===== src/rtl/axi_pkg.sv =====
// Shared AXI4 read-path constants, state encoding and FIFO beat layout.
package axi_pkg;

   localparam int unsigned AXI_ADDR_W = 30;
   localparam int unsigned AXI_DATA_W = 64;

   localparam logic [1:0] RESP_OKAY   = 2'b00;
   localparam logic [1:0] RESP_SLVERR = 2'b10;
   localparam logic [1:0] BURST_FIXED = 2'b00;

   // Two bits so that the unused encodings exist and recover to IDLE
   typedef enum logic [1:0] {
      IDLE  = 2'b00,
      BURST = 2'b01
   } rd_state_e;

   // One R beat as stored in the output FIFO
   typedef struct packed {
      logic                  last;
      logic [1:0]            resp;
      logic [AXI_DATA_W-1:0] data;
   } rd_beat_t;

endpackage


===== src/rtl/axi_rd_fifo2.sv =====
// Two-entry registered FIFO holding R beats {rlast, rresp, rdata}.
module axi_rd_fifo2
   import axi_pkg::*;
(
   input  logic       i_clk,
   input  logic       i_rst,
   input  logic       i_push,
   input  rd_beat_t   i_data,
   input  logic       i_pop,
   output rd_beat_t   o_head,
   output logic [1:0] o_count,
   output logic       o_empty,
   output logic       o_full
);

   rd_beat_t   r_mem [2];
   logic       r_wr_ptr;
   logic       r_rd_ptr;
   logic [1:0] r_count;
   logic       w_do_push;
   logic       w_do_pop;

   assign o_count   = r_count;
   assign o_empty   = (r_count == 2'd0);
   assign o_full    = (r_count == 2'd2);
   assign o_head    = r_mem[r_rd_ptr];
   assign w_do_pop  = i_pop & ~o_empty;
   // A push into a full FIFO is accepted only when a pop frees a slot in the same cycle
   assign w_do_push = i_push & (~o_full | w_do_pop);

   // Storage, pointers and occupancy
   always_ff @(posedge i_clk or posedge i_rst) begin
      if (i_rst) begin
         r_mem[0] <= '0;
         r_mem[1] <= '0;
         r_wr_ptr <= 1'b0;
         r_rd_ptr <= 1'b0;
         r_count  <= 2'd0;
      end else begin
         if (w_do_push) begin
            r_mem[r_wr_ptr] <= i_data;
            r_wr_ptr        <= ~r_wr_ptr;
         end
         if (w_do_pop) begin
            r_rd_ptr <= ~r_rd_ptr;
         end
         r_count <= r_count + {1'b0, w_do_push} - {1'b0, w_do_pop};
      end
   end

endmodule


===== src/rtl/axi_slave_rd.sv =====
// AXI4 read-channel slave serving R bursts from a 1-cycle-latency memory port.
module axi_slave_rd
   import axi_pkg::*;
#(
   parameter int unsigned MEM_ADDR_W = 12,
   parameter int unsigned ID_W       = 4
) (
   input  logic                  clk,
   input  logic                  rst,
   input  logic [ID_W-1:0]       s_axi_arid,
   input  logic [AXI_ADDR_W-1:0] s_axi_araddr,
   input  logic [7:0]            s_axi_arlen,
   input  logic [2:0]            s_axi_arsize,
   input  logic [1:0]            s_axi_arburst,
   input  logic                  s_axi_arvalid,
   output logic                  s_axi_arready,
   output logic [ID_W-1:0]       s_axi_rid,
   output logic [AXI_DATA_W-1:0] s_axi_rdata,
   output logic [1:0]            s_axi_rresp,
   output logic                  s_axi_rlast,
   output logic                  s_axi_rvalid,
   input  logic                  s_axi_rready,
   output logic                  mem_rd_en,
   output logic [MEM_ADDR_W-1:0] mem_rd_addr,
   input  logic [AXI_DATA_W-1:0] mem_rd_data,
   output logic                  busy
);

   localparam int unsigned WADDR_W = AXI_ADDR_W - 3;

   rd_state_e          r_state;
   rd_state_e          w_next_state;
   logic               r_arready;
   logic [ID_W-1:0]    r_id;
   logic [WADDR_W-1:0] r_addr;
   logic [7:0]         r_len;
   logic               r_fixed;
   logic [8:0]         r_issued;
   logic               r_inflight;
   logic               r_inflight_oor;
   logic               r_inflight_last;

   logic               w_ar_hs;
   logic               w_pop;
   logic               w_issue;
   logic               w_oor;
   logic               w_last_slot;
   logic               w_final_hs;
   logic [2:0]         w_occupancy;
   logic [1:0]         w_fifo_count;
   logic               w_fifo_empty;
   logic               w_fifo_full;
   rd_beat_t           w_head;
   rd_beat_t           w_push_beat;
   logic               w_unused;

   assign w_unused = ^{s_axi_arsize, s_axi_araddr[2:0], w_fifo_full};

   assign w_ar_hs     = (r_state == IDLE) & s_axi_arvalid & r_arready;
   assign w_pop       = s_axi_rvalid & s_axi_rready;
   assign w_final_hs  = w_pop & w_head.last;
   // Beats already committed to the FIFO after this cycle's pop
   assign w_occupancy = {1'b0, w_fifo_count} + {2'b00, r_inflight} - {2'b00, w_pop};
   assign w_oor       = (r_addr >> MEM_ADDR_W) != '0;
   assign w_last_slot = (r_issued == {1'b0, r_len});
   assign w_issue     = (r_state == BURST) & (r_issued < ({1'b0, r_len} + 9'd1))
                        & (w_occupancy < 3'd2);

   // Out-of-range slots still flow through the pipeline but never touch memory
   assign mem_rd_en   = w_issue & ~w_oor;
   assign mem_rd_addr = r_addr[MEM_ADDR_W-1:0];

   assign w_push_beat.last = r_inflight_last;
   assign w_push_beat.resp = r_inflight_oor ? RESP_SLVERR : RESP_OKAY;
   assign w_push_beat.data = r_inflight_oor ? '0 : mem_rd_data;

   assign s_axi_arready = r_arready;
   assign s_axi_rid     = r_id;
   assign s_axi_rvalid  = ~w_fifo_empty;
   assign s_axi_rdata   = w_head.data;
   assign s_axi_rresp   = w_head.resp;
   assign s_axi_rlast   = w_head.last;
   assign busy          = (r_state != IDLE);

   // Next-state logic
   always_comb begin
      w_next_state = r_state;
      case (r_state)
         IDLE:    if (w_ar_hs) w_next_state = BURST;
         BURST:   if (w_final_hs) w_next_state = IDLE;
         default: w_next_state = IDLE;
      endcase
   end

   // State register and registered arready
   always_ff @(posedge clk or posedge rst) begin
      if (rst) begin
         r_state   <= IDLE;
         r_arready <= 1'b0;
      end else begin
         r_state   <= w_next_state;
         r_arready <= (w_next_state == IDLE);
      end
   end

   // Burst context: latched on AR, advanced on every issued slot
   always_ff @(posedge clk or posedge rst) begin
      if (rst) begin
         r_id     <= '0;
         r_addr   <= '0;
         r_len    <= '0;
         r_fixed  <= 1'b0;
         r_issued <= '0;
      end else if (w_ar_hs) begin
         r_id     <= s_axi_arid;
         r_addr   <= s_axi_araddr[AXI_ADDR_W-1:3];
         r_len    <= s_axi_arlen;
         r_fixed  <= (s_axi_arburst == BURST_FIXED);
         r_issued <= '0;
      end else if (w_issue) begin
         r_issued <= r_issued + 9'd1;
         if (!r_fixed) begin
            r_addr <= r_addr + 1'b1;
         end
      end
   end

   // Tags for the slot whose memory data arrives next cycle
   always_ff @(posedge clk or posedge rst) begin
      if (rst) begin
         r_inflight      <= 1'b0;
         r_inflight_oor  <= 1'b0;
         r_inflight_last <= 1'b0;
      end else begin
         r_inflight      <= w_issue;
         r_inflight_oor  <= w_oor;
         r_inflight_last <= w_last_slot;
      end
   end

   axi_rd_fifo2 u_fifo (
      .i_clk   (clk),
      .i_rst   (rst),
      .i_push  (r_inflight),
      .i_data  (w_push_beat),
      .i_pop   (w_pop),
      .o_head  (w_head),
      .o_count (w_fifo_count),
      .o_empty (w_fifo_empty),
      .o_full  (w_fifo_full)
   );

endmodule


===== config.mk =====
export PLATFORM = sky130hd
export DESIGN_NAME = axi_slave_rd
export DESIGN_NICKNAME = d
export VERILOG_FILES = /design/src/rtl/axi_pkg.sv /design/src/rtl/axi_rd_fifo2.sv /design/src/rtl/axi_slave_rd.sv
export SDC_FILE = /design/constraint.sdc
export NUM_CORES = 1
export LEC_CHECK = 0
export CORE_MARGIN = 10
export CORE_UTILIZATION = 50
export DETAILED_ROUTE_END_ITERATION = 16
export PLACE_DENSITY = 0.79
export REMOVE_ABC_BUFFERS = 1
export SLEW_MARGIN = 20
export SYNTH_ARGS = -nofsm -noshare
export SYNTH_HDL_FRONTEND = slang
export SYNTH_SLANG_ARGS = --single-unit

===== constraint.sdc =====
create_clock -name clk -period 7.61 [get_ports clk]
set_input_delay 0.761 -clock clk [delete_from_list [all_inputs] [get_ports clk]]
set_output_delay 0.761 -clock clk [all_outputs]
set_load 0.01 [all_outputs]

==> results.txt, run 1 <==
* Number of enable-type register cells in the synthesized netlist: 0
* Adder-cell share of the synthesized area: 2.22%
* Bufs on Longest Clock Path: 2
- After detailed routing, the number of remaining DRC violations is 0.
- CTS saw 191 sinks.
- The routed design uses around 1800 um of met3 wire.
- Aggregate negative setup slack: 0 ps
- Max-cap violations: 0
- The filler cells instantiated in the layout total 1,468.
- Global-route wire length before repair: 36,700 um
- Final net count: ~1,200
* Starting utilization of the core area: 51.4%
- The critical path is of the input pin to output pin type.
* Die X-Extent: 157 um
* Hold Buf Count CTS: 0
- Hold Crit Class: flip-flop to flip-flop
- For this block, wires on met1 add up to 10,500 um.
* Upper clock frequency limit: 218 MHz
- The clock tree synthesis step divided the H-tree into 4 levels.
* Number of global-route vias before repair: 7,233
* Number of vias in the routed layout: 7,114
* Drt first-iter violations: 287
- Layout Utilization: 65.5%
* Total Power: 2740 uW
- In the final layout, the share of cells above drive strength 1 is 11.2%.
- Buffers placed on the I/O ports in this run total around 190.
- Setup repair after global routing missed its margin: no
- The later pin in the worst-skew pair is clocked with a latency of roughly 420 ps.
* Std-Cell Rows: 49
* Max rail drop VDD: about 0.16 mV
- Summing the areas of all compound-gate instances in the mapped netlist gives 9.50% of the synthesized area.
- Most used flip-flop cell after synthesis: sky130_fd_sc_hd__dfrtp_1
- Of the total synthesized cell area, the portion taken by XOR and XNOR cells is 4.30%.
- In this run the cell area of the synthesized design comes to 0.00937 mm2.
- Synth Area in Simple Gates: 19.9%
- STA classifies the critical path endpoint as an output pin.
- From synthesis to final layout, the design area changed by 27.3%.
* Total wire length: 22,700 um
* Area enclosed by the die boundary: 0.0246 mm2
- Wire length per cell after detailed routing: 16.8 um
- Buffer type at the clock tree root: sky130_fd_sc_hd__clkbuf_16
- Slew @ Worst Pin: 988 ps
- Data on the critical path arrives at its endpoint at about 3800 ps.
- For this design the top-level I/O count stands at around 200.
- Die extent in y: approximately 160 um
- Cells after Synth: 961
* Mean instance size in the synthesized netlist: around 10 um2
- Entering global routing, the biggest net connects 122 pins.
* Via/cell ratio: 5.27
- Total number of yosys warnings: 0
- Summed over all nets, the half-perimeter wirelength after detailed placement is ~15,000 um.
* Register bit total from synthesis: 191
- Gr usage total: between 10% and 20%
* Multiplexer area fraction after synthesis: 8.74%
- Once placement finished, the instance area stood at 0.0113 mm2.
- Register area share after synthesis: 51.0%
* Clock Pin Slew Worst Setup and Hold Paths: 60 ps
* Core ar.: 0.0182 mm2
* Max transition margin: approximately a third
- Worst-case hold slack: 478 ps
* Largest fanout on the critical path: 21
- The count of nets left with antenna violations once routing finished came out at 0.
- The worst path needs 4580 ps of the cycle, external delays included.
* Worst setup SP type: input pin
* Setup violations, final: 0
- Share of flip-flops with an asynchronous set or reset after synthesis: 100%
- Dividing total power by cell area gives a power density of about 230 mW/mm2.
- The count of final max-slew check failures was 0.
* Critical Path RT: 6850 ps
- Number of gates given a new drive strength after cts: 0
- Ratio of final minimum period to clock period: around 60%
- Router iterations before antenna repair: 5
* Top layer reached by signal wires: met4
- In this run the static leakage power is 0.00500 uW.
- The finished cells cover 0.0119 mm2.
- Last weighted congestion value of the routability-driven placer: 0.811
- In this run the post-CTS setup repair buffer count came out at 0.
* Hold Violations, Final: 0
- The number of different library cells used by synthesis comes to between 50 and 60.
- Buffers inserted during clock tree synthesis total 17.
* Final Skew: around 12 ps
* Run status: finished, final reports clean
- Detailed routing placed a total of 10,300 um of wire on met2.
- The number of antenna violations at the first check in global routing came to 1.
* Combinational family with the most area after synthesis: simple AND/OR/NAND/NOR gates
- For this run the aggregate overflow at the end of global routing stands at 0.
* TritonCTS clock tree: built
critical path, cell delays in order:
cell and delay (ps):
sky130_fd_sc_hd__clkdlybuf4s50_1 440, sky130_fd_sc_hd__and2_1 160, sky130_fd_sc_hd__ha_1 260, sky130_fd_sc_hd__nor2b_1 150, sky130_fd_sc_hd__fa_1 450, sky130_fd_sc_hd__nor4b_2 220
sky130_fd_sc_hd__nand3_1 100, sky130_fd_sc_hd__buf_4 220, sky130_fd_sc_hd__or2_1 330, sky130_fd_sc_hd__nor2_1 150, sky130_fd_sc_hd__clkdlybuf4s50_1 580
kinds of logic (layout without fill, tap and decap cells):
family | count (synthesis) | in the layout
and+or+nand+nor | 374 | 374
DFF | 191 | 191
AOI/OAI and AO/OA | 170 | 170
buffers and inverters | 90 | 249
muxes | 73 | 73
xor gates and xnor gates | 46 | 46
adders and majority gates | 16 | 16
other | 1 | 3
registers in the layout, indices dropped and copies added (netlist names):
| register | cells |
|---|---|
| r_fixed | 1 |
| r_state | 2 |
| u_fifo.r_rd_ptr | 1 |
| u_fifo.r_wr_ptr | 1 |
| s_axi_rid | 4 |
| r_inflight_oor | 1 |
| r_len | 8 |
| r_inflight | 1 |
| r_issued | 9 |
| s_axi_arready | 1 |
| r_addr | 27 |
| u_fifo.o_count | 2 |
| r_inflight_last | 1 |
| u_fifo.r_mem | 132 |
synth_stat cells (4+ instances only):
master,n,share of area (%)
sky130_fd_sc_hd__nand2b_1,67,4.5
sky130_fd_sc_hd__nor3_1,16,0.85
sky130_fd_sc_hd__inv_1,14,0.56
sky130_fd_sc_hd__nand3_1,13,0.69
sky130_fd_sc_hd__nand4_1,8,0.53
sky130_fd_sc_hd__xor2_1,10,0.94
sky130_fd_sc_hd__nor4_1,11,0.73
sky130_fd_sc_hd__dfrtp_1,191,51
sky130_fd_sc_hd__nor2_1,26,1.0
sky130_fd_sc_hd__and2_1,4,0.27
sky130_fd_sc_hd__mux2_2,70,8.4
sky130_fd_sc_hd__clkbuf_1,47,1.9
sky130_fd_sc_hd__buf_2,10,0.53
sky130_fd_sc_hd__xnor2_1,36,3.4
sky130_fd_sc_hd__a21oi_1,13,0.69
sky130_fd_sc_hd__buf_1,5,0.20
sky130_fd_sc_hd__buf_4,14,1.1
sky130_fd_sc_hd__nand4b_1,4,0.37
sky130_fd_sc_hd__o21ai_0,140,7.5
sky130_fd_sc_hd__nand2_1,196,7.9
sky130_fd_sc_hd__ha_1,15,2.0
per-stage QoR:
stage | instances | setup slack [ps]
finish | 1351 | 3030
floorplan | 886 | 1650
global placement | 1318 | 3130
global route | 1350 | 2900
detailed placement | 1318 | 3050
CTS | 1350 | 3020
routing by layer:
metal  GRT usage (%)  up-vias
met5               0        -
met3            6.91        8
li1                -     3525
met1            23.7     3395
met2            28.6      186
met4            3.24        0
path summary, 6_finish.rpt:
check,start,end,slack [ps],cells past startpoint
hold reg to reg,u_fifo.r_mem[0],u_fifo.r_mem[0],480,2
min in group asynchronous,rst,r_addr[9],870,2
setup / recovery,s_axi_rready,mem_rd_en,3030,11
max in group asynchronous,rst,u_fifo.r_rd_ptr,5280,3
setup reg to reg,u_fifo.o_count[1],r_addr[17],4150,13
hold / removal,u_fifo.r_mem[0],u_fifo.r_mem[0],480,2
report_power, final:
| part | switching (uW) | internal, uW | total, uW |
|---|---|---|---|
| clock | 417 | 464 | 882 |
| combinational | 306 | 315 | 621 |
| sequential | 132 | 1110 | 1240 |
final cells by class:
type | instances | area [um2] | share of cell area, %
Antenna cell | 1 | 2.50 | 0.0210
Clock buffer | 18 | 429 | 3.60
Clock inverter | 14 | 149 | 1.25
Inverter | 14 | 60.1 | 0.504
Multi-Input combinational cell | 681 | 4210 | 35.3
Sequential cell | 191 | 4780 | 40.1
Tap cell | 229 | 287 | 2.40
Timing Repair Buffer | 203 | 2010 | 16.8
cells in the final DEF (no fill, tap or decap), types with 3 or more instances in the layout:
| cell type | synthesis | final |
|---|---|---|
| sky130_fd_sc_hd__nor2_1 | 26 | 26 |
| sky130_fd_sc_hd__buf_4 | 14 | 9 |
| sky130_fd_sc_hd__nand3_1 | 13 | 13 |
| sky130_fd_sc_hd__nand4b_1 | 4 | 4 |
| sky130_fd_sc_hd__ha_1 | 15 | 15 |
| sky130_fd_sc_hd__nand4_1 | 8 | 8 |
| sky130_fd_sc_hd__mux2i_1 | 3 | 3 |
| sky130_fd_sc_hd__and2_1 | 4 | 4 |
| sky130_fd_sc_hd__clkinv_4 | 0 | 3 |
| sky130_fd_sc_hd__clkdlybuf4s50_1 | 0 | 194 |
| sky130_fd_sc_hd__nor4_1 | 11 | 11 |
| sky130_fd_sc_hd__o21ai_0 | 140 | 140 |
| sky130_fd_sc_hd__dfrtp_1 | 191 | 190 |
| sky130_fd_sc_hd__inv_1 | 14 | 13 |
| sky130_fd_sc_hd__clkbuf_16 | 0 | 17 |
| sky130_fd_sc_hd__nand3b_1 | 3 | 3 |
| sky130_fd_sc_hd__clkinvlp_4 | 0 | 4 |
| sky130_fd_sc_hd__o21ai_1 | 3 | 3 |
| sky130_fd_sc_hd__nor3_1 | 16 | 16 |
| sky130_fd_sc_hd__nand2b_1 | 67 | 66 |
| sky130_fd_sc_hd__or3_1 | 3 | 3 |
| sky130_fd_sc_hd__mux2_2 | 70 | 70 |
| sky130_fd_sc_hd__xnor2_1 | 36 | 36 |
| sky130_fd_sc_hd__inv_8 | 0 | 5 |
| sky130_fd_sc_hd__a21oi_1 | 13 | 13 |
| sky130_fd_sc_hd__xor2_1 | 10 | 10 |
| sky130_fd_sc_hd__nand2_1 | 196 | 195 |
Note: power is estimated with default switching activity, not from simulation.
==> inputs of run 2 (changes only) <==
==> constraint.sdc (replaced) <==
create_clock -name clk -period 4.24 [get_ports clk]
set_input_delay 0.424 -clock clk [delete_from_list [all_inputs] [get_ports clk]]
set_output_delay 0.424 -clock clk [all_outputs]
set_load 0.01 [all_outputs]
==> run 2 against run 1 <==
Against the previous run: critical endpoint unchanged; total power up 78%; via count grew 0.60%; worst setup slack worse by 2600 ps; global-route usage grew 0.25 points; critical path type is now flip-flop to output pin; sequential share of layout area is 0.097 points lower; highest routed layer unchanged.
==> results.txt, run 2 (synthesis results as in run 1) <==
- Destination of the worst register-to-register timing path: r_addr[17]
- The startpoint identified for the worst hold timing path is u_fifo.r_mem[0].
- In the layout the commonest cells are sky130_fd_sc_hd__nand2_1 (195), sky130_fd_sc_hd__clkdlybuf4s50_1 (194), sky130_fd_sc_hd__dfrtp_1 (190), sky130_fd_sc_hd__o21ai_0 (140), sky130_fd_sc_hd__mux2_2 (70).
- For the worst setup path, the data arrival time is 3410 ps.
- Data on the critical path is required at its endpoint by approximately 3800 ps.
- The worst-case IR drop observed on VDD is approximately 0.29 mV.
* Detailed placement HPWL: roughly 16,000 um
- Cells with a size suffix above 1 make up 11.3% of the layout.
- Timing endpoint of the critical path: mem_rd_en
* Worst setup SP type: flip-flop
* Combined area of the multi-input logic cells: ~0.0042 mm2
* Core ar.: ~0.018 mm2
* Proportion of power drawn by the clock network: 31.4%
- Setup violations remaining at the end of the flow were counted as 0.
- Clock buffers created by TritonCTS: 17
- Global routing consumed, over all layers together, a little under a fifth of the routing resources.
- Crit path launch: u_fifo.o_count[1]
* Critical path's largest stage delay: 560 ps
- Fill count: 1,478
- Clock-pin slew was measured on the worst setup and hold paths at about 70 ps.
- Once the clock tree was built, the resizer swapped 0 gates to a different size.
- Total buffers and inverters traversed by the critical path: 2
* Count of antenna-violating nets left after detailed routing: 0
- FF-to-FF setup slack: about 730 ps
* Part of the power in combinational logic: a little under a quarter
- Hold Violations, Final: 0
- Layout Utilization: roughly two thirds
* Number of pins with negative max-slew slack in the final report: 0
- Starting utilization of the core area: 51.4%
* Max-cap violations: 0
* Internal power component: around 3400 uW
- The worst path uses 90.5% of the clock period.
* Number of vias in the routed layout: 7,157
* Area enclosed by the die boundary: about 0.025 mm2
- Hold Crit Class: flip-flop to flip-flop
- Relative to the synthesized area, the layout overhead comes to 27.6%.
* Insertion delay of the later-clocked pin in the worst-skew pair: 420 ps
* Global-route wire length before repair: 37,400 um
* Largest fanout on the critical path: 5
- After clock tree synthesis, the flow added hold-fix buffers numbering 0.
- The analysis attributes to net switching a power of 1540 uW.
* Most frequent standard cell in the layout excluding fill and tap cells: sky130_fd_sc_hd__nand2_1
* Die X-Extent: 157 um
- Final net count: ~1,200
- After global routing the overflow that remains totals 0.
* Worst-case hold slack: ~470 ps
- After the first detailed-routing iteration, the DRC count stood at 338.
* Cell Chain, Critical Path: inv_1 > nand2_1 > and2_1 > ha_1 > nor2b_1 > fa_1 > nor4b_2 > nand3_1 > or2_1 > nor2_1 > clkdlybuf4s50_1
- Busiest metal layer after global routing: met2
* Top register by number of flip-flops: u_fifo.r_mem
* Max FFs per register: 132
- WS Path Type: flip-flop to output pin
- At the end of routability-driven placement, the weighted congestion stood at 0.795.
- Biggest regs: u_fifo.r_mem: 132 flops, r_addr: 27 flops, r_issued: 9 flops
- Net switching is 31.4% of the power.
- Power spread over the standard cell area amounts to a little over 400 mW/mm2.
- The via count of the first global-routing pass was 7,508.
* Slew @ Worst Pin: 960 ps
* Sinks on the clock net: 191
* Met2 usage: 29.6%
* Std-Cell Rows: a little under 50
- Upper clock frequency limit: roughly 260 MHz
- Buffer type at the clock tree root: sky130_fd_sc_hd__clkbuf_16
- Setup total negative slack on the finished layout was measured at 0 ps.
- Worst path slowest cell: sky130_fd_sc_hd__clkdlybuf4s50_1
- The pre-antenna-repair detailed-routing pass consisted of 5 iterations.
* I/O pin count: slightly above 200
- Run status: finished, final reports clean
* Met1 Resource Use GR: between 20% and 30%
* Wire length per cell after detailed routing: between 15 and 20 um
- Die extent in y: 157 um
- The H-tree generated during clock tree synthesis spans 4 levels.
- The clock passes through at most 2 buffers.
- Total stage count of the critical path: 11
- Buffers inserted by post-CTS timing repair: 0
- In the routed design, unresolved DRC markers number 0.
* GR Util met3: 5.84%
- FF-to-FF Start: u_fifo.o_count[1]
* PortBufs: 194
- Antenna violations before repair: 1
- Final Skew: 15.5 ps
* Nature of the critical path endpoint: output pin
- The worst path in the final design needs a cycle of 3840 ps, including I/O delays and setup.
- Entering global routing, the biggest net connects between 100 and 150 pins.
* Part of the power in registers: about 46%
* Kind of cell with the highest combined delay on the critical path: simple AND/OR/NAND/NOR gates
- Setup repair after global routing missed its margin: no
- Area taken by flip-flops and latches: 0.00478 mm2
* Worst reg2reg path depth: 13
* Cell leakage power: 0.00502 uW
* TritonCTS clock tree: built
* Via/cell ratio: approximately 5.3
* Total wire length: 22,700 um
- Max transition margin: 36.0%
## run 2: changes by cell type in the layout (fill, tap and decap cells not counted)
cell                         delta
sky130_fd_sc_hd__clkinv_8       +1
sky130_fd_sc_hd__bufinv_16      -1
sky130_fd_sc_hd__inv_6          +5
sky130_fd_sc_hd__buf_12         +2
sky130_fd_sc_hd__inv_8          -1
sky130_fd_sc_hd__clkinvlp_4     -4
## run 2: how the worst min path moves through the flow
stage | cells after the start | endpoint
2_1_floorplan | 2 | u_fifo.r_mem[0]
3_3_place_gp | 2 | u_fifo.r_mem[39]
3_5_place_dp | 2 | u_fifo.r_mem[60]
4_1_cts | 2 | u_fifo.r_mem[0]
5_1_grt | 2 | u_fifo.r_mem[60]
6_report | 2 | u_fifo.r_mem[0]
## run 2: worst register-to-register path, stage by stage, from the launching register on
cell and delay, ps:
sky130_fd_sc_hd__dfrtp_1 410, sky130_fd_sc_hd__inv_1 130, sky130_fd_sc_hd__nand2_1 100, sky130_fd_sc_hd__and2_1 170, sky130_fd_sc_hd__ha_1 270, sky130_fd_sc_hd__nor2b_1 140, sky130_fd_sc_hd__fa_1 450, sky130_fd_sc_hd__nor4b_2 220
sky130_fd_sc_hd__nand3_1 130, sky130_fd_sc_hd__buf_4 230, sky130_fd_sc_hd__or3_1 570, sky130_fd_sc_hd__nor4b_4 340, sky130_fd_sc_hd__xnor2_1 150, sky130_fd_sc_hd__o21ai_1 70
## run 2: area by class of cell
type | count | share of cell area [%]
sequential | 191 | 40.0
multi-input combinational | 681 | 35.2
timing repair buffer | 205 | 17.1
clock buffer | 18 | 3.59
tap | 229 | 2.40
clock inverter | 14 | 1.15
inverter | 14 | 0.502
antenna | 1 | 0.0209
## run 2: per-layer routing
layer  vias to the layer above  part of all wire (%)
met5                         -                     0
met4                         0                  0.39
met3                         8                   8.0
met2                       180                    47
met1                      3436                    45
li1                       3533                     -
## run 2: power groups by stage
stage	sequential [uW]	clock (uW)	combinational, uW
after detailed placement	2270	0	1120
after global routing	2280	1660	1230
after global placement	2270	0	1100
final	2240	1540	1120
after CTS	2240	1580	1140
after floorplan	2280	0	606
## run 2: stage by stage
stage          total power [uW]  instances  worst slack, ps  cell area [um2]
2_1_floorplan              2890        886            -1380             9020
3_3_place_gp               3370       1320              578            11400
3_5_place_dp               3400       1320              480            11400
4_1_cts                    4960       1352              351            12000
5_1_grt                    5160       1352              132            12000
6_report                   4890       1353              401            12000
==> inputs of run 3 (changes only) <==
--- a/config.mk
+++ b/config.mk
@@ -8,6 +8,7 @@
 export CORE_MARGIN = 10
 export CORE_UTILIZATION = 50
 export DETAILED_ROUTE_END_ITERATION = 16
+export GPL_ROUTABILITY_DRIVEN = 1
 export PLACE_DENSITY = 0.79
 export REMOVE_ABC_BUFFERS = 1
 export SLEW_MARGIN = 20
==> results of run 3 <==
No change in the layout: final DEF, timing and power equal those of run 2.
==> RTL edit 1, RTL diff (flow settings as in run 3) <==
The parameter `ID_W` goes from 4 to 3.
--- a/src/rtl/axi_slave_rd.sv
+++ b/src/rtl/axi_slave_rd.sv
@@ -4,5 +4,5 @@
 #(
    parameter int unsigned MEM_ADDR_W = 12,
-   parameter int unsigned ID_W       = 4
+   parameter int unsigned ID_W       = 3
 ) (
    input  logic                  clk,
Ports: changed (resized s_axi_arid and s_axi_rid); port bits go from 202 to 200. No check against the original RTL was run, so the function may have changed too.
==> RTL edit 1 against run 3 <==
  * Sequential power about the same
  * Sequential cell count down 1
  * Cell count decreased by 0.74%
  * Wire length is 0.32% lower
  * Final area down 1.3%
  * Synthesized area is 1.9% lower
  * Setup slack got worse by 0.13 ns
  * Power down 0.87%
  * Highest routed layer unchanged
  * Register-to-register slack worse by 0.09 ns
  * Sequential share of layout area increased by 0.32 points
==> RTL edit 1: results (changes against run 3) <==
- Outcome: finished clean
- DP HPWL: 15.6 mm (-0.32%)
- # diodes: 0 (-1)
- Total via count after detailed routing: 7170 (+0.18%)
- Post-synthesis cell type count: 45 (-15%)
- Sum of internal, switching and leakage power: 4.85 mW (-0.87%)
- Placement Setup Slack: 0.313 ns (-0.167 ns)
- Static Leakage: 5.05 nW (+0.59%)
- Normalized max-slew margin: 0.300 (-0.0607)
- Period utilization: 0.936 (+0.0309)
- Placed instance count: 1313 (-0.53%)
- Skew final: 0.0141 ns (-0.00147 ns)
- Highest net fanout along the worst path: 3 (-2)
- Routed vias/inst: 5.34 (+0.93%)
- Buffers added on ports: 192 (-1.0%)
- Adder and majority cell fraction of the synthesized area: 0.0226 (+0.000435)
- Synth top area cells: sky130_fd_sc_hd__dfrtp_1 (52%), sky130_fd_sc_hd__mux2_2 (8.6%), sky130_fd_sc_hd__nand2_1 (8.1%)
- Pin count of the biggest net entering global routing: 93 (-35%)
- Routability cong.: 0.817 (+2.7%)
- Fraction of the yosys area taken by sequential cells: 0.518 (+0.00728)
- Placement-stage cell area: 11200 µm² (-1.3%)
- Total standard cell area after synthesis: 9190 µm² (-1.9%)
- Fillers: 1437 (-2.8%)
- Antenna violations before repair: 0 (-1)
- Average instance area after synthesis: 9.69 µm² (-0.58%)
- Net count of the finished layout: 1233 (-0.64%)
- Routed Wire Length: 22.6 mm (-0.32%)
- Critical path arrival: 3.55 ns (+0.14 ns)
- Smallest hold slack: 0.473 ns (-0.000233 ns)
- Overall routing resource usage: 0.185 (+0.000439)
- Worst VDD drop: 0.000282 V (-3.3%)
[RTL edit 1: cell types whose count changed in the layout (fill, tap and decap cells not counted), sizes merged, moves of 9 or more]
cell / change
nand4: +9
xnor2: -25
o21ai: +11
nor3: -14
a21oi: -9
and3: +10
xor2: +25
nand3: +12
[RTL edit 1: final timing paths]
| kind | startpoint | depth (start not counted) | to |
|---|---|---|---|
| setup / recovery | u_fifo.o_count[1]$_DFF_PP0_ | 11 | mem_rd_en |
| hold / removal | u_fifo.r_mem[119]$_DFFE_PP0P_ | 2 | u_fifo.r_mem[119]$_DFFE_PP0P_ |
| setup reg to reg | u_fifo.o_count[1]$_DFF_PP0_ | 13 | r_addr[26]$_DFFE_PP0P_ |
| hold reg to reg | u_fifo.r_mem[119]$_DFFE_PP0P_ | 2 | u_fifo.r_mem[119]$_DFFE_PP0P_ |
| max in group asynchronous | rst | 3 | u_fifo.r_mem[63]$_DFFE_PP0P_ |
| min in group asynchronous | rst | 2 | r_addr[14]$_DFFE_PP0P_ |
[RTL edit 1: cell type report]
type / count / area share
Clock buffer: 19 / 0.0384
Multi-Input combinational cell: 675 / 0.347
Tap cell: 229 / 0.0243
Sequential cell: 190 / 0.403
Timing Repair Buffer: 205 / 0.173
Clock inverter: 11 / 0.00933
Inverter: 14 / 0.00488
[RTL edit 1: layer usage]
metal | up-vias | track usage | wire, µm
met5 | - | 0 | 0
met3 | 23 | 0.0540 | 1540
li1 | 3488 | - | -
met2 | 206 | 0.288 | 10400
met4 | 0 | 0.0432 | 214
met1 | 3453 | 0.250 | 10400
==> RTL edit 2, RTL diff (settings of run 3) <==
Made on the original files. Make the reset (`i_rst` and `rst`) synchronous in 4 clocked blocks.
--- a/src/rtl/axi_rd_fifo2.sv
+++ b/src/rtl/axi_rd_fifo2.sv
@@ -30,5 +30,5 @@
 
    // Storage, pointers and occupancy
-   always_ff @(posedge i_clk or posedge i_rst) begin
+   always_ff @(posedge i_clk) begin
       if (i_rst) begin
          r_mem[0] <= '0;
--- a/src/rtl/axi_slave_rd.sv
+++ b/src/rtl/axi_slave_rd.sv
@@ -94,5 +94,5 @@
 
    // State register and registered arready
-   always_ff @(posedge clk or posedge rst) begin
+   always_ff @(posedge clk) begin
       if (rst) begin
          r_state   <= IDLE;
@@ -105,5 +105,5 @@
 
    // Burst context: latched on AR, advanced on every issued slot
-   always_ff @(posedge clk or posedge rst) begin
+   always_ff @(posedge clk) begin
       if (rst) begin
          r_id     <= '0;
@@ -127,5 +127,5 @@
 
    // Tags for the slot whose memory data arrives next cycle
-   always_ff @(posedge clk or posedge rst) begin
+   always_ff @(posedge clk) begin
       if (rst) begin
          r_inflight      <= 1'b0;
Behaviour: differs if rst is asserted again (counterexample within 4 cycles, from zero or initial values and one cycle with rst high); with rst held inactive, the same outputs for 4 cycles.
==> RTL edit 2 against run 3 <==
  * Cell count shrank 4.0%
  * Critical path depth is 1 lower
  * Sequential share of layout area increased by 3.2 points
  * Synthesized area is 0.77% lower
  * Sequential cell count up 1
  * Final area increased by 0.15%
  * Wire length is 8.2% higher
  * Setup slack got worse by 0.14 ns
  * Power rose by 1.1%
  * Critical endpoint unchanged
  * Largest power group unchanged
  * Highest routed layer is now met5
==> RTL edit 2: results (changes against run 3) <==
- CTS root buffer: sky130_fd_sc_hd__clkbuf_16
- Insertion delay to the later sink of the worst-skew pair: 0.44 ns (+0.02 ns)
- GR met1 Demand/Resource: 0.240 (about the same)
- Worst r2r dst: r_addr[18]$_SDFFE_PP0P_
- Vias in the first global route: 7385 (-1.6%)
- Skew final: 0.0135 ns (-0.00198 ns)
- Synth top area cells: sky130_fd_sc_hd__edfxtp_1 (43%), sky130_fd_sc_hd__dfxtp_1 (13%), sky130_fd_sc_hd__mux2_2 (8.0%)
- Fillers: 1402 (-5.1%)
- Outcome: finished clean
- Critical path arrival: 3.56 ns (+0.15 ns)
- Final non-filler cell area: 12000 µm² (+0.15%)
- Post-layout instance count excluding filler cells: 1299 (-4.0%)
- Internal power contribution: 3.53 mW (+5.1%)
- Share of the synthesized area in compound gates (AO/OA/AOI/OAI): 0.0676 (-0.0274)
- Routed wire length on met3: 2.11 mm (+16%)
- Total routed wire length on the met1 layer: 10.4 mm (+1.9%)
- Logic depth of the worst register-to-register path: 10 (-3)
- Number of enable-type register cells in the synthesized netlist: 132 (+132)
- Delay of the slowest cell on the worst path: 0.58 ns (+0.02 ns)
- Placement Setup Slack: 0.567 ns (+0.0874 ns)
- Post-synthesis cell type count: 57 (+7.5%)
- Area growth syn-to-layout: 28.8%
- Pin count of the biggest net entering global routing: 67 (-53%)
- Startpoint of the most critical hold path: s_axi_rid[1]$_SDFFE_PP0P_
- Routed vias/inst: 5.71 (+7.9%)
- Global-route track usage on met2: 0.326 (+0.0301)
- DP HPWL: 16.5 mm (+5.2%)
- Setup slack, reg-to-reg: 0.80 ns (+0.07 ns)
- Primary FF master, synth: sky130_fd_sc_hd__edfxtp_1
- Reg2reg start: u_fifo.o_count[1]$_SDFF_PP0_
- Adder and majority cell fraction of the synthesized area: 0.0223 (+0.000173)
- Highest net fanout along the worst path: 6 (+1)
- First-pass GRT wire length: 38.3 mm (+2.6%)
- Post-synthesis xor/xnor area fraction: 0.0170 (-0.0261)
- Fraction of the yosys area taken by sequential cells: 0.556 (+0.0454)
- List of most frequent post-synthesis cells: sky130_fd_sc_hd__nor2_1 (154), sky130_fd_sc_hd__edfxtp_1 (132), sky130_fd_sc_hd__nand2_1 (115)
- Sum of internal, switching and leakage power: 4.95 mW (+1.1%)
- Routed Wire Length: 24.6 mm (+8.2%)
- Average instance area after synthesis: 10.4 µm² (+6.5%)
- First DRT Iteration DRCs: 691 (+100%)
- Share of async-settable or async-resettable flops after synthesis: 0 (-1.00)
- Net count of the finished layout: 1187 (-4.4%)
- Routability cong.: 0.824 (+3.7%)
## RTL edit 2: cell types whose count changed in the layout (fill, tap and decap cells not counted), sizes merged, moves of 14 or more
cell    change
o21ai     -115
dfrtp     -191
nand3      +17
nand2b     -65
edfxtp    +132
nand2      -81
nor2      +128
xnor2      -27
dfxtp      +60
or3        +14
## RTL edit 2: area by class of cell
class / count / area share
antenna: 1 / 0.000209
sequential: 192 / 0.431
timing repair buffer: 213 / 0.176
tap: 229 / 0.0239
clock buffer: 18 / 0.0358
inverter: 13 / 0.00408
clock inverter: 14 / 0.0117
multi-input combinational: 619 / 0.317
## RTL edit 2: worst max path at each step
stage / end / cells past startpoint / slack [ns]
6_report: mem_rd_en / 10 / 0.26
3_3_place_gp: mem_rd_en / 10 / 0.56
3_5_place_dp: mem_rd_en / 10 / 0.57
4_1_cts: mem_rd_en / 10 / 0.23
2_1_floorplan: u_fifo.r_mem[0][0]$_SDFFCE_PN0P_ / 4 / -1.64
5_1_grt: mem_rd_en / 10 / 0.05
